## src/rtl/popcnt_chunk_seq.sv

```systemverilog
// popcnt_chunk_seq
//   Multi-cycle bit-count sequencer. A WIDTH-bit operand is latched on an
//   accepted start, optionally inverted (zero count), zero-padded to a whole
//   number of CHUNK-bit slices and presented one slice per cycle on slice_o
//   to an external combinational counter stage. The counts returned on cnt_i
//   are accumulated and the total is published on result with a done pulse.
//
// Ports
//   clk      in   1       rising-edge clock
//   reset    in   1       asynchronous reset, active low
//   start    in   1       count request, honoured in IDLE or DONE only
//   mode     in   1       0 = count ones, 1 = count zeros
//   operand  in   WIDTH   value to count, latched when start is accepted
//   abort    in   1       synchronous cancel of a running count
//   slice_o  out  CHUNK   current slice for the counter stage (0 when not running)
//   cnt_i    in   3       counter-stage result for slice_o, same cycle
//   busy     out  1       high while counting
//   done     out  1       one-cycle pulse, result valid
//   result   out  CW      last completed count, held until the next completes
module popcnt_chunk_seq #(
  parameter int WIDTH = 32,
  parameter int CHUNK = 6
) (
  input  logic                         clk,
  input  logic                         reset,
  input  logic                         start,
  input  logic                         mode,
  input  logic [WIDTH-1:0]             operand,
  input  logic                         abort,
  output logic [CHUNK-1:0]             slice_o,
  input  logic [2:0]                   cnt_i,
  output logic                         busy,
  output logic                         done,
  output logic [$clog2(WIDTH+1)-1:0]   result
);

  localparam int NCHUNK = (WIDTH + CHUNK - 1) / CHUNK;
  localparam int CW     = $clog2(WIDTH + 1);
  localparam int PW     = NCHUNK * CHUNK;
  localparam int IDXW   = (NCHUNK > 1) ? $clog2(NCHUNK) : 1;

  typedef enum logic [1:0] {
    IDLE = 2'd0,
    RUN  = 2'd1,
    DONE = 2'd2
  } state_t;

  state_t            state_q, state_d;
  logic [IDXW-1:0]   idx_q, idx_d;
  logic [CW-1:0]     acc_q, acc_d;
  logic [CW-1:0]     result_q, result_d;
  logic [PW-1:0]     opnd_q, opnd_d;
  logic [PW-1:0]     prep;
  logic [CW-1:0]     sum;

  // Operand preparation: inversion happens first and padding afterwards, so
  // the pad bits stay zero and never count in either mode. Storing the
  // prepared value means mode needs no register of its own.
  always_comb begin
    prep = '0;
    prep[WIDTH-1:0] = mode ? ~operand : operand;
  end

  // Running total including the slice currently on the counter stage;
  // wraps modulo 2^CW if the counter stage misbehaves.
  assign sum = acc_q + CW'(cnt_i);

  // Sequencer next-state logic. Abort is tested before the final-slice
  // check so a cancel on the last cycle still suppresses the result.
  always_comb begin
    state_d  = state_q;
    idx_d    = idx_q;
    acc_d    = acc_q;
    result_d = result_q;
    opnd_d   = opnd_q;
    case (state_q)
      IDLE, DONE: begin
        if (start) begin
          opnd_d  = prep;
          acc_d   = '0;
          idx_d   = '0;
          state_d = RUN;
        end else begin
          state_d = IDLE;
        end
      end
      RUN: begin
        if (abort) begin
          acc_d   = '0;
          idx_d   = '0;
          state_d = IDLE;
        end else begin
          acc_d = sum;
          idx_d = idx_q + 1'b1;
          if (idx_q == IDXW'(NCHUNK - 1)) begin
            result_d = sum;
            idx_d    = '0;
            state_d  = DONE;
          end
        end
      end
      default: begin
        acc_d   = '0;
        idx_d   = '0;
        state_d = IDLE;
      end
    endcase
  end

  // State registers with asynchronous active-low clear.
  always_ff @(posedge clk or negedge reset) begin
    if (!reset) begin
      state_q  <= IDLE;
      idx_q    <= '0;
      acc_q    <= '0;
      result_q <= '0;
      opnd_q   <= '0;
    end else begin
      state_q  <= state_d;
      idx_q    <= idx_d;
      acc_q    <= acc_d;
      result_q <= result_d;
      opnd_q   <= opnd_d;
    end
  end

  // Outputs decode straight from registered state; slice is forced to zero
  // outside RUN so the counter stage sees a quiet bus.
  always_comb begin
    slice_o = '0;
    if (state_q == RUN) begin
      slice_o = opnd_q[idx_q*CHUNK +: CHUNK];
    end
  end

  assign busy   = (state_q == RUN);
  assign done   = (state_q == DONE);
  assign result = result_q;

endmodule

```

## config.mk

```make
export PLATFORM = sky130hd
export DESIGN_NAME = popcnt_chunk_seq
export DESIGN_NICKNAME = d
export VERILOG_FILES = /design/src/rtl/popcnt_chunk_seq.sv
export SDC_FILE = /design/constraint.sdc
export NUM_CORES = 1
export LEC_CHECK = 0
export BUFFER_PORTS_ARGS = -buffer_cell sky130_fd_sc_hd__buf_2
export CAP_MARGIN = 25
export CORE_UTILIZATION = 53
export CTS_BUF_LIST = sky130_fd_sc_hd__clkbuf_2 sky130_fd_sc_hd__clkbuf_4 sky130_fd_sc_hd__clkbuf_8
export DETAILED_ROUTE_END_ITERATION = 7
export PLACE_DENSITY = 0.83
export SYNTH_ARGS = -nofsm -noshare
export SYNTH_HDL_FRONTEND = slang
export SYNTH_SLANG_ARGS = --single-unit
```

## constraint.sdc

```tcl
create_clock -name clk -period 2 [get_ports clk]
set_input_delay 0.3 -clock clk [delete_from_list [all_inputs] [get_ports clk]]
set_output_delay 0.3 -clock clk [all_outputs]
set_load 0.01 [all_outputs]
```

==> results.sh <==
export IMPL_outcome="finished, violations left"
export IMPL_violations="hold timing"
export IMPL_fillCellCount=354
export IMPL_coreArea_um2=4500
export IMPL_reg2reg_depth=7
export IMPL_cts_clk_slew_worst_paths_ns=0.09
export IMPL_cpPeakStageDelay_ns=0.54
export IMPL_post_synth_most_frequent_cells="dfrtp_1, nand2_1, o21ai_0"
export IMPL_async_flop_share_pct=100
export IMPL_worst_path_stages=4
export IMPL_hold_slack_ns=-0.0162
export IMPL_finalPower_mw=2.65
export IMPL_path_buf_inv=1
export IMPL_yosys_warnings=0
export IMPL_required_ns=1.70
export IMPL_cp_end_kind="output port"
export IMPL_start_util_pct=56.7
export IMPL_dpl_hpwl_mm=3.68
export IMPL_arrival_ns=1.64
export IMPL_cts_path_max_buffers=2
export IMPL_pre_cts_slack_ns=0.155
export IMPL_hold_viol=23
export IMPL_synth_cell_types=33
export IMPL_leakagePower_nw=1.39
export IMPL_path_cells="mux4_2 -> nand2_1 -> o21ai_1 -> buf_2"
export IMPL_num_antenna_cells=0
export IMPL_hold_path_class="in2async"
export IMPL_crit_slowest_cell="mux4_2"
export IMPL_io_buffer_count=53
export IMPL_syn_num_nets=290
export IMPL_vias=1864
export IMPL_die_h_um=71.4
export IMPL_yosys_area_top_type="dfrtp_1"
export IMPL_drt_total_wl_mm=4.86
export IMPL_maxCapViolations=0
export IMPL_crit_path_start_kind="flop"
export IMPL_fmax_mhz=517
export IMPL_path_class="reg2out"
export IMPL_track_usage_pct=21.4
export IMPL_io_pins=54
export IMPL_power_density_nw_per_um2=880
export IMPL_grt_pass1_wl_mm=8.50
export IMPL_post_synth_top_count_cell="dfrtp_1"
export IMPL_fin_crit_sh_pct=96.8
export IMPL_drc=0
export IMPL_syn_avg_cell_area_um2=10.4
export IMPL_synthTopCellsByArea="dfrtp_1, xnor2_1, o21ai_0"
export IMPL_worst_path_max_fanout=9
export IMPL_r2r_slack_ns=0.19
export IMPL_num_rows=24
export IMPL_clkSinkCount=49
export IMPL_grt_max_degree=66
export IMPL_worst_slew_pin_slew_ns=0.574
export IMPL_finalSetupViolations=0
export IMPL_fin_ws_ns=0.0646
export IMPL_ys_seq_area_share_pct=48.0
export IMPL_hold_buffers=0
export IMPL_drt_iter0_markers=40
export IMPL_relSlewSlack_pct=61.7
export IMPL_crit_family="multiplexers"
export IMPL_dieArea_um2=5100
export IMPL_wire_per_inst_um=13.9
export IMPL_route_detailed_vias_per_inst=5.34
export IMPL_finClkSkew_ns=0.00322
export IMPL_cts_inserted_buffers=5
export IMPL_drive_gt1_share_pct=31.3
export IMPL_synth_top_area_share_pct=48.0
export IMPL_drtAntennaViolNets=0
export IMPL_area_growth_synth_to_final_pct=18.2
export IMPL_gr_total_overflow=0
export IMPL_ys_flop_type="dfrtp_1"
export IMPL_grt_setup_unrepaired="true"
export IMPL_cts_tree="built"
export IMPL_peakVddDrop_v=0.000682
export IMPL_synth_seq_cells=49
export IMPL_fin_util_pct=67.0
export IMPL_grt_pass1_vias=1895
export IMPL_synth_area_um2=2550
export IMPL_die_w_um=71.4
export IMPL_drt_pass1_iterations=4
export IMPL_antenna_found_initial=0
export IMPL_cts_root_buffer="clkbuf_8"
export IMPL_fin_tns_setup_ns=0
export IMPL_htree_levels=2
export IMPL_drv_slew=0
export IMPL_synth_enable_flop_cells=0
export IMPL_nets=341
export IMPL_gp_congestion=0.839
export IMPL_clk_latency_ns=0.30
export IMPL_timing_final_crit_period_ns=1.94
export IMPL_syn_inst=246
## flip-flops by register name (all words and copies together) (netlist names)
| name | cells |
|---|---|
| opnd_q | 32 |
| acc_q | 6 |
| result | 6 |
| idx_q | 3 |
| state_q | 2 |
## cell type report
| cell class | instances | area [um^2] | share of cell area (%) |
|---|---|---|---|
| Clock inverter | 2 | 35.0 | 1.16 |
| Multi-Input combinational cell | 175 | 1240 | 41.1 |
| Clock buffer | 5 | 68.8 | 2.28 |
| Tap cell | 52 | 65.1 | 2.16 |
| Inverter | 6 | 22.5 | 0.746 |
| Sequential cell | 49 | 1230 | 40.8 |
| Timing Repair Buffer | 60 | 355 | 11.8 |
## cells by family (layout without fill, tap and decap cells)
kind of cell,Yosys count,after routing,share of synthesized area [%]
and+or+nand+nor,65,65,11.7
AOI/OAI and AO/OA,56,56,12.6
DFF,49,49,48.0
xor gates and xnor gates,36,36,12.3
buffers and inverters,22,73,4.16
muxes,14,14,8.92
adders and majority gates,4,4,2.25
## where the power goes
part | internal (mW) | switching, mW
registers | 1.17 | 0.138
clock network | 0.364 | 0.316
logic | 0.326 | 0.337
total | 1.86 | 0.791
## metal layers
| metal | track usage (%) | part of all wire [%] | vias up | wire (um) |
|---|---|---|---|---|
| li1 | - | - | 927 | - |
| met1 | 26.9 | 44 | 874 | 2150 |
| met2 | 36.7 | 50 | 54 | 2430 |
| met3 | 4.64 | 3.8 | 9 | 185 |
| met4 | 7.56 | 1.8 | 0 | 87 |
| met5 | 0 | 0 | - | 0 |
## per-stage QoR
step                      instance area (um^2)  cells
final                                     3020    349
after global routing                      3020    349
after CTS                                 2990    349
after detailed placement                  2870    341
after global placement                    2870    341
after floorplan                           2550    246
## placed cells by master (no fill, tap or decap), types with 5 or more instances in the layout
cell / n
buf_2: 51
buf_4: 5
clkbuf_8: 5
dfrtp_1: 46
inv_1: 5
mux2_4: 5
mux4_2: 5
nand2_1: 38
nor2_1: 8
o21ai_0: 38
xnor2_1: 34
## final timing paths
| path | to | startpoint |
|---|---|---|
| min in group clk | opnd_q[22] | operand[22] |
| max reg2reg | result[4] | acc_q[0] |
| max in group asynchronous | opnd_q[20] | reset |
| min | result[2] | reset |
| min reg2reg | opnd_q[11] | opnd_q[11] |
| max | slice_o[1] | idx_q[0] |
## what timing repair did
action / 4_1_cts / 5_1_grt
resized for setup: 3 / 11
setup buffers: 1 / 0
setup endpoints to repair: 6 / 5
pin swaps: 0 / 1
(Power assumes the default switching activity.)
